## src/rtl/mult_pipe_if.sv

```systemverilog
// Issue, branch-resolve and CDB signals of the pipelined multiplier FU.
// master = issue/CDB side, slave = the multiplier.
interface mult_pipe_if #(
  parameter int XLEN   = 32,
  parameter int BM_W   = 4,
  parameter int PREG_W = 6
);
  logic              in_valid;
  logic [1:0]        in_func;
  logic [XLEN-1:0]   in_src1;
  logic [XLEN-1:0]   in_src2;
  logic [PREG_W-1:0] in_dest;
  logic [BM_W-1:0]   in_bm;
  logic              in_ready;
  logic [BM_W-1:0]   b_mm_resolve;
  logic              b_mm_mispred;
  logic              cdb_en;
  logic              out_valid;
  logic [XLEN-1:0]   out_result;
  logic [PREG_W-1:0] out_dest;
  logic [BM_W-1:0]   out_bm;

  modport master (
    output in_valid, in_func, in_src1, in_src2, in_dest, in_bm,
    output b_mm_resolve, b_mm_mispred, cdb_en,
    input  in_ready, out_valid, out_result, out_dest, out_bm
  );

  modport slave (
    input  in_valid, in_func, in_src1, in_src2, in_dest, in_bm,
    input  b_mm_resolve, b_mm_mispred, cdb_en,
    output in_ready, out_valid, out_result, out_dest, out_bm
  );
endinterface

```

## src/rtl/mult_pipe.sv

```systemverilog
// Stallable, squashable STAGES-deep RV32M/RV64M multiplier returning MUL/MULH/MULHSU/MULHU.
// Optional MULT_PIPE_SKID_EN adds an output skid entry so in_ready no longer depends on cdb_en.
module mult_pipe #(
  parameter int XLEN   = 32,
  parameter int STAGES = 4,
  parameter int BM_W   = 4,
  parameter int PREG_W = 6
) (
  input  logic       clock,
  input  logic       reset,
  mult_pipe_if.slave bus
);
  localparam int W2 = 2 * XLEN;
  localparam int SH = W2 / STAGES;
  localparam int L  = STAGES - 1;

  typedef enum logic [1:0] {
    FN_MUL    = 2'd0,
    FN_MULH   = 2'd1,
    FN_MULHSU = 2'd2,
    FN_MULHU  = 2'd3
  } func_e;

  logic              vld_q    [STAGES];
  logic [W2-1:0]     psum_q   [STAGES];
  logic [W2-1:0]     mplier_q [STAGES];
  logic [W2-1:0]     mcand_q  [STAGES];
  func_e             func_q   [STAGES];
  logic [PREG_W-1:0] dest_q   [STAGES];
  logic [BM_W-1:0]   bm_q     [STAGES];

  logic              vld_eff    [STAGES];
  logic [BM_W-1:0]   bm_eff     [STAGES];
  logic              ready      [STAGES];
  logic              src_vld    [STAGES];
  logic [W2-1:0]     src_psum   [STAGES];
  logic [W2-1:0]     src_mplier [STAGES];
  logic [W2-1:0]     src_mcand  [STAGES];
  func_e             src_func   [STAGES];
  logic [PREG_W-1:0] src_dest   [STAGES];
  logic [BM_W-1:0]   src_bm     [STAGES];
  logic [W2-1:0]     psum_d     [STAGES];
  logic [W2-1:0]     mplier_d   [STAGES];
  logic [W2-1:0]     mcand_d    [STAGES];

  func_e           in_fn;
  logic            last_go;
  logic [XLEN-1:0] res_last;

  // NOTE: every variable below is assigned on every path through this block, so no latch is inferred.
  always_comb begin
    in_fn = func_e'(bus.in_func);
    // Stage 0 is fed by the issue port; operands are sign/zero-extended to 2*XLEN.
    src_vld[0]    = bus.in_valid & ~(bus.b_mm_mispred & |(bus.in_bm & bus.b_mm_resolve));
    src_psum[0]   = '0;
    src_mcand[0]  = {{XLEN{bus.in_src1[XLEN-1] & (in_fn != FN_MULHU)}}, bus.in_src1};
    src_mplier[0] = {{XLEN{bus.in_src2[XLEN-1] & ((in_fn == FN_MUL) || (in_fn == FN_MULH))}},
                     bus.in_src2};
    src_func[0]   = in_fn;
    src_dest[0]   = bus.in_dest;
    src_bm[0]     = bus.in_bm & ~bus.b_mm_resolve;

    for (int k = 0; k < STAGES; k++) begin
      vld_eff[k] = vld_q[k] & ~(bus.b_mm_mispred & |(bm_q[k] & bus.b_mm_resolve));
      bm_eff[k]  = bm_q[k] & ~bus.b_mm_resolve;
    end

    for (int k = 1; k < STAGES; k++) begin
      src_vld[k]    = vld_eff[k-1];
      src_psum[k]   = psum_q[k-1];
      src_mplier[k] = mplier_q[k-1];
      src_mcand[k]  = mcand_q[k-1];
      src_func[k]   = func_q[k-1];
      src_dest[k]   = dest_q[k-1];
      src_bm[k]     = bm_eff[k-1];
    end

    for (int k = 0; k < STAGES; k++) begin
      psum_d[k]   = src_psum[k] + (W2'(src_mplier[k][SH-1:0]) * src_mcand[k]);
      mplier_d[k] = src_mplier[k] >> SH;
      mcand_d[k]  = src_mcand[k] << SH;
    end

    // A slot loads when it is empty or its occupant moves on; squashed slots count as empty.
    ready[L] = ~vld_eff[L] | last_go;
    for (int k = L - 1; k >= 0; k--) begin
      ready[k] = ~vld_eff[k] | ready[k+1];
    end

    res_last = (func_q[L] == FN_MUL) ? psum_q[L][XLEN-1:0] : psum_q[L][W2-1:XLEN];
  end

  assign bus.in_ready = ready[0];

  // NOTE: state uses non-blocking assignments; the data registers are reset too so out_* read 0 after reset.
  always_ff @(posedge clock) begin
    if (reset) begin
      for (int k = 0; k < STAGES; k++) begin
        vld_q[k]    <= 1'b0;
        psum_q[k]   <= '0;
        mplier_q[k] <= '0;
        mcand_q[k]  <= '0;
        func_q[k]   <= FN_MUL;
        dest_q[k]   <= '0;
        bm_q[k]     <= '0;
      end
    end else begin
      for (int k = 0; k < STAGES; k++) begin
        vld_q[k] <= ready[k] ? src_vld[k] : vld_eff[k];
        if (ready[k] && src_vld[k]) begin
          psum_q[k]   <= psum_d[k];
          mplier_q[k] <= mplier_d[k];
          mcand_q[k]  <= mcand_d[k];
          func_q[k]   <= src_func[k];
          dest_q[k]   <= src_dest[k];
          bm_q[k]     <= src_bm[k];
        end else begin
          bm_q[k] <= bm_eff[k];
        end
      end
    end
  end

`ifdef MULT_PIPE_SKID_EN
  logic              skid_vld_q;
  logic [XLEN-1:0]   skid_res_q;
  logic [PREG_W-1:0] skid_dest_q;
  logic [BM_W-1:0]   skid_bm_q;
  logic              skid_vld_eff;
  logic [BM_W-1:0]   skid_bm_eff;

  assign skid_vld_eff = skid_vld_q & ~(bus.b_mm_mispred & |(skid_bm_q & bus.b_mm_resolve));
  assign skid_bm_eff  = skid_bm_q & ~bus.b_mm_resolve;
  // Last stage drains into the CDB or the skid whenever the skid is empty.
  assign last_go      = ~skid_vld_q;

  always_ff @(posedge clock) begin
    if (reset) begin
      skid_vld_q  <= 1'b0;
      skid_res_q  <= '0;
      skid_dest_q <= '0;
      skid_bm_q   <= '0;
    end else if (skid_vld_q) begin
      skid_vld_q <= skid_vld_eff & ~bus.cdb_en;
      skid_bm_q  <= skid_bm_eff;
    end else if (vld_eff[L] && !bus.cdb_en) begin
      skid_vld_q  <= 1'b1;
      skid_res_q  <= res_last;
      skid_dest_q <= dest_q[L];
      skid_bm_q   <= bm_eff[L];
    end
  end

  assign bus.out_valid  = skid_vld_q ? skid_vld_eff : vld_eff[L];
  assign bus.out_result = skid_vld_q ? skid_res_q   : res_last;
  assign bus.out_dest   = skid_vld_q ? skid_dest_q  : dest_q[L];
  assign bus.out_bm     = skid_vld_q ? skid_bm_eff  : bm_eff[L];
`else
  assign last_go        = bus.cdb_en;
  assign bus.out_valid  = vld_eff[L];
  assign bus.out_result = res_last;
  assign bus.out_dest   = dest_q[L];
  assign bus.out_bm     = bm_eff[L];
`endif
endmodule
```

## src/flat_wrapper.sv

```systemverilog
// flat-port wrapper written by rule: the top's interface ports become plain ports
module mult_pipe_flat 
#(
  parameter int XLEN   = 32,
  parameter int STAGES = 4,
  parameter int BM_W   = 4,
  parameter int PREG_W = 6
)
  (clock, reset, bus_in_valid, bus_in_func, bus_in_src1, bus_in_src2, bus_in_dest, bus_in_bm, bus_b_mm_resolve, bus_b_mm_mispred, bus_cdb_en, bus_in_ready, bus_out_valid, bus_out_result, bus_out_dest, bus_out_bm);
  mult_pipe_if #(.XLEN(XLEN), .BM_W(BM_W), .PREG_W(PREG_W)) bus_i ();
  input  logic clock;
  input  logic reset;
  input wire logic [$bits(bus_i.in_valid)-1:0] bus_in_valid;
  input wire logic [$bits(bus_i.in_func)-1:0] bus_in_func;
  input wire logic [$bits(bus_i.in_src1)-1:0] bus_in_src1;
  input wire logic [$bits(bus_i.in_src2)-1:0] bus_in_src2;
  input wire logic [$bits(bus_i.in_dest)-1:0] bus_in_dest;
  input wire logic [$bits(bus_i.in_bm)-1:0] bus_in_bm;
  input wire logic [$bits(bus_i.b_mm_resolve)-1:0] bus_b_mm_resolve;
  input wire logic [$bits(bus_i.b_mm_mispred)-1:0] bus_b_mm_mispred;
  input wire logic [$bits(bus_i.cdb_en)-1:0] bus_cdb_en;
  output wire logic [$bits(bus_i.in_ready)-1:0] bus_in_ready;
  output wire logic [$bits(bus_i.out_valid)-1:0] bus_out_valid;
  output wire logic [$bits(bus_i.out_result)-1:0] bus_out_result;
  output wire logic [$bits(bus_i.out_dest)-1:0] bus_out_dest;
  output wire logic [$bits(bus_i.out_bm)-1:0] bus_out_bm;
  assign bus_i.in_valid = bus_in_valid;
  assign bus_i.in_func = bus_in_func;
  assign bus_i.in_src1 = bus_in_src1;
  assign bus_i.in_src2 = bus_in_src2;
  assign bus_i.in_dest = bus_in_dest;
  assign bus_i.in_bm = bus_in_bm;
  assign bus_i.b_mm_resolve = bus_b_mm_resolve;
  assign bus_i.b_mm_mispred = bus_b_mm_mispred;
  assign bus_i.cdb_en = bus_cdb_en;
  assign bus_in_ready = bus_i.in_ready;
  assign bus_out_valid = bus_i.out_valid;
  assign bus_out_result = bus_i.out_result;
  assign bus_out_dest = bus_i.out_dest;
  assign bus_out_bm = bus_i.out_bm;
  mult_pipe #(.XLEN(XLEN), .STAGES(STAGES), .BM_W(BM_W), .PREG_W(PREG_W)) u_core (.clock(clock), .reset(reset), .bus(bus_i));
endmodule
```

## config.mk

```make
export PLATFORM = sky130hd
export DESIGN_NAME = mult_pipe_flat
export DESIGN_NICKNAME = d
export VERILOG_FILES = /design/src/rtl/mult_pipe_if.sv /design/src/rtl/mult_pipe.sv /design/src/flat_wrapper.sv
export SDC_FILE = /design/constraint.sdc
export NUM_CORES = 2
export LEC_CHECK = 0
export CELL_PAD_IN_SITES_DETAIL_PLACEMENT = 2
export CELL_PAD_IN_SITES_GLOBAL_PLACEMENT = 2
export CORE_MARGIN = 2
export CORE_UTILIZATION = 43
export DETAILED_ROUTE_END_ITERATION = 16
export HOLD_SLACK_MARGIN = 0.1
export PLACE_DENSITY_LB_ADDON = 0.1
export SLEW_MARGIN = 20
export SYNTH_ARGS = -nofsm -noshare
export SYNTH_HDL_FRONTEND = slang
export SYNTH_SLANG_ARGS = --single-unit
export TNS_END_PERCENT = 5
```

## constraint.sdc

```tcl
create_clock -name clock -period 9.55 [get_ports clock]
set_clock_uncertainty 0.15 [all_clocks]
set_input_delay 1.91 -clock clock [delete_from_list [all_inputs] [get_ports clock]]
set_output_delay 1.91 -clock clock [all_outputs]
set_load 0.1 [all_outputs]
```

* Word level (Yosys, flattened, before mapping)
Memory sizes are Yosys's and may differ from the RTL's.
Index checks and enable logic that the tools add are counted.
** Operators by class
- $add $sub $neg :: 3
- Multipliers :: 4
- Div/mod/pow operators :: 0
- Order comparisons :: 0
- Equal/unequal tests :: 2
- Shifts and indexed selects :: 0
- Mux-type cells :: 64
- Bitwise logic cells :: 68
- Reduce and logical (&&, ||, !) cells :: 12
** Operators by type and width (number)
- 48-bit 2-to-1 mux :: 8
- 64-bit 2-to-1 mux :: 4
- 64-bit adder :: 3
- 16-bit by 64-bit multiplier with 64-bit output :: 3
- 17-bit by 33-bit multiplier with 50-bit output :: 1
- 4-bit bitwise AND :: 10
- 1-bit OR :: 36
- 1-bit 2-to-1 mux :: 35
- 32-bit 2-to-1 mux :: 1
- 4-bit 2-to-1 mux :: 8
- 6-bit 2-to-1 mux :: 4
- 4-bit OR reduction :: 5
- 1-bit bitwise AND :: 12
- 1-bit inverter :: 9
- 2-bit 2-to-1 mux :: 4
- 1-bit logical AND :: 4
- 2-bit logical NOT :: 2
- 4-bit inverter :: 1
- 2-bit by 1-bit equality test with 1-bit output, second input constant :: 1
- 2-bit inequality test, second input constant :: 1
- 1-bit logical OR :: 1
** Storage, ports and cells
- Bits in registers :: 0
- Latch bits :: 0
- Memory bits (writable) :: 692
- ROM bits :: 0
- Bits of input ports :: 85
- Output and inout bits :: 44
- Word-level logic and storage cells :: 160
- Memories :: 7
** Memories
- u_core.psum_q :: depth 4, bits a word 64, read ports 4, clocked after memory_dff 0, write ports 4, line mult_pipe.sv:25 : logic [W2-1:0] psum_q [STAGES];
- u_core.mcand_q :: depth 4, bits a word 48, read ports 3, clocked after memory_dff 0, write ports 4, line mult_pipe.sv:27 : logic [W2-1:0] mcand_q [STAGES];
- u_core.mplier_q :: depth 4, bits a word 48, read ports 3, clocked after memory_dff 0, write ports 4, line mult_pipe.sv:26 : logic [W2-1:0] mplier_q [STAGES];
- u_core.dest_q :: depth 4, bits a word 6, read ports 4, clocked after memory_dff 0, write ports 4, line mult_pipe.sv:29 : logic [PREG_W-1:0] dest_q [STAGES];
- u_core.bm_q :: depth 4, bits a word 4, read ports 4, clocked after memory_dff 0, write ports 4, line mult_pipe.sv:30 : logic [BM_W-1:0] bm_q [STAGES];
- u_core.func_q :: depth 4, bits a word 2, read ports 4, clocked after memory_dff 0, write ports 4, line mult_pipe.sv:28 : func_e func_q [STAGES];
- +1 memories

* Logic depth before layout (Yosys ltp)
An unclocked memory read counts as a cell.
- Depth after elaboration :: 17
- Gate-level depth with buffers :: 27

* Worst setup path after synthesis
OpenSTA, ideal clock, no wires.
- Path type :: in2reg
- Start :: in bus_in_src1[7]
- End :: mem u_core.psum_q[0][46] (netlist bit) (data pin)
- Library setup time :: 0.257 ns
- Data arrival time :: 7.586 ns
- Path slack :: 1.558 ns
- Stages on the path :: 25
- Buffers on the path :: 2
- Cell sequence :: clkbuf_1 > nand2_1 > fa_1 > inv_1 > fa_1 > inv_1 > fa_1 > inv_1 > fa_1 > fa_1 > inv_1 > fa_1 > inv_1 > ha_1 > clkbuf_2 > a21oi_1 > o221ai_1 > a21oi_1 > nor4_1 > a2111oi_0 > o41ai_1 > a21oi_1 > o211ai_1 > xnor2_1 > nor2_1
** RTL lines
- start, declared :: line flat_wrapper.sv:15 : input wire logic [$bits(bus_i.in_src1)-1:0] bus_in_src1;
- end, declared :: line mult_pipe.sv:25

==> impl_metrics.toml <==
[setup_path]
endpoint_kind = "flop"
crit_chain = "clkdlybuf4s50_1, buf_4, nand2_1, fa_1, inv_1, fa_1, fa_1, fa_1, fa_1, inv_1, fa_1, inv_1, ha_1, a21o_1, or2_2, a2111oi_0, o41ai_1, a21oi_1, buf_4, o211ai_1, xnor2_1, nor2_1"
worst-setup-path-type = "in2reg"
worstPathArrival_ns = 9.18
critical_path.startpoint_type = "input port"
critPathSlowestCell = "clkdlybuf4s50_1"
r2r_setup_slack_ns = 1.14
slowest_delay_ns = 0.84
path_common_cell = "fa_1"
critPathMaxFanout = 18
required_ns = 9.76

[logic_synthesis]
avgSynthCellArea_um2 = 9.928
synth_cells = 6365
synthTopCellsByArea = "fa_1 43%, edfxtp_1 19%, inv_1 10%"
netlist_area_mm2 = 0.06319
synth_top_area_share = 0.4261
synth_cell_types = 67
yosys_warnings = 0
synth_seq_cells = 394
synth_ff_type = "edfxtp_1"
seq_area_frac_synth = 0.1866
synth_top_cell_by_area = "fa_1"
async_reset_ff_frac = 0
synth-edff-count = 390

[min_path]
hold_class = "reg2reg"

[floorplan]
initial_utilization = 0.4336
die-area_mm2 = 0.1500
coreArea_mm2 = 0.1457
rows = 140
die_x_um = 387.4
die_h_um = 387.4
num_io_pins = 129

[finish]
n_fill_cell = 15270
area_growth_pct = 9.094
mostFrequentLayoutCells = "1711 x inv_1, 1345 x fa_1, 753 x nand2_1, 672 x and2_1, 390 x edfxtp_1"
drive_gt1_frac = 0.04204
fin_util = 0.4730
seqCellArea_mm2 = 0.01179
finalInstanceArea_mm2 = 0.06894
layout_commonest_cell = "inv_1"
fin_nets = 8193
multiInputGateArea_mm2 = 0.04421

[routing]
vias_per_cell = 5.098
drt_iter0_drc = 1657
wl_per_cell_um = 23.39
dr.pass1.iters = 6
ant_nets = 0
via_count = 42890
wirelength_mm = 196.8
drc = 0

[sta]
fin_crit_sh = 0.9392
period_needed_ns = 8.969
final-setup-viol-count = 0
fmax_mhz = 111.5
hold_viol = 0
worst_pin_slew_ns = 1.161
rsz0062_at_grt = "false"
slew-limit-headroom = 0.2261
slew_viol_final = 0
finalWorstSetupSlack_ns = 0.5806

[clocking]
root_buffer = "clkbuf_16"
postCtsSetupBuffers = 0
cts_buffer_depth = 3
tritoncts = "done"
cts_sinks = 394
clkTransAtPathRegs_ns = 0.06
ctsResizeCount = 0
numCtsBuffers = 52
clk_latency_ns = 0.68
holdBufCountCts = 0
cts-htree-levels = 2

[placed_design]
dp_slack_ns = -0.01440
post_dp_cell_area_mm2 = 0.06708
dp_hpwl_mm = 163.6
gp_congestion = 0.8697
io_buffers = 128

[global_route]
grt_max_degree = 73
grt_pass1_wl_mm = 310.7
antenna_found_initial = 4
grt_pass1_vias = 52370
gr-usage-all-layers = 0.2702
gr-total-overflow = 0

[job]
cap_violations = 0

[status]
outcome = "finished clean"
-- area by class of cell --
cell class,instances,area share
multi-input combinational,4040,0.6412
sequential,394,0.1710
inverter,1711,0.09316
tap,1917,0.03479
timing repair buffer,253,0.03361
clock buffer,67,0.02027
clock inverter,29,0.005808
antenna,2,0.00007260
-- Yosys cell counts (3+ instances only) --
cell	number
o31ai_1	8
a221o_1	4
a21o_1	78
and2_1	672
a211o_1	5
clkbuf_1	222
a21boi_0	8
dfxtp_1	4
nor3b_1	6
o21bai_1	18
inv_1	1711
o41ai_1	5
and4_1	4
nand2b_1	21
nand2_1	753
a31o_2	4
xnor2_1	109
o31a_1	3
a22o_1	12
nor2b_1	19
a2111o_1	3
xor2_1	50
and3_1	12
o21a_1	13
mux2i_1	22
o21ai_0	70
a21oi_1	121
or3_1	6
nor2_1	154
ha_1	311
edfxtp_1	390
o211ai_1	5
mux2_2	32
a211oi_1	15
a221oi_1	4
nor4_1	5
nor3_1	42
nand4_1	12
a41o_1	3
buf_2	10
or2_2	10
nand3_1	22
a31oi_1	8
o2111ai_1	3
fa_1	1345
-- worst max-delay path, delay by kind of cell --
family / cells / cell delay (ns)
buffers and inverters: 6 / 1.51
xor gates and xnor gates: 1 / 0.17
adders and majority gates: 7 / 3.43
and+or+nand+nor: 3 / 0.49
AOI/OAI and AO/OA: 5 / 1.65
-- routing by layer --
layer	up-vias	wire, µm	track usage
met5	-	0	0
met4	0	3819	0.05234
met3	202	4928	0.01934
met2	597	104600	0.5061
met1	23240	83430	0.3422
li1	18850	-	-
-- final timing paths --
check,cells after the start,to,from
setup reg to reg,23,u_core.psum_q[1][55],u_core.mplier_q[0][6]
hold reg to reg,1,u_core.psum_q[2][21],u_core.psum_q[1][21]
setup / recovery,22,u_core.psum_q[0][46],bus_in_src2[11]
hold / removal,1,u_core.psum_q[2][21],u_core.psum_q[1][21]
-- cell families (layout without fill, tap and decap cells) --
logic type | count (synthesis) | in the layout | synth area share
XOR/XNOR | 159 | 159 | 0.02204
adder cells (fa/ha/maj) | 1656 | 1656 | 0.4877
buffers and inverters | 1946 | 2060 | 0.1158
other | 1 | 18 | 0.00005934
flip-flops | 394 | 394 | 0.1866
multiplexers | 54 | 54 | 0.009187
AO/OA/AOI/OAI | 406 | 406 | 0.04204
AND/OR/NAND/NOR | 1749 | 1749 | 0.1366
-- registers in the layout, summed over array words and instances (netlist names) --
| signal | count |
|---|---|
| u_core.mcand_q | 81 |
| u_core.vld_q | 4 |
| u_core.mplier_q | 19 |
| u_core.psum_q | 242 |
| u_core.dest_q | 24 |
| u_core.bm_q | 16 |
| u_core.func_q | 8 |
-- through the flow --
step / cells / TNS (ns) / hold WS [ns]
CTS: 8409 / 0 / 0.3704
finish: 8413 / 0 / 0.3678
floorplan: 6380 / 0 / 0.2966
global route: 8411 / 0 / 0.3796
global placement: 8313 / 0 / 0.3056
detailed placement: 8313 / -0.01440 / 0.3569
Power is left out: the tool's default activity adds up to more than one toggle a clock period on the data nets, which glitch-free logic cannot reach.
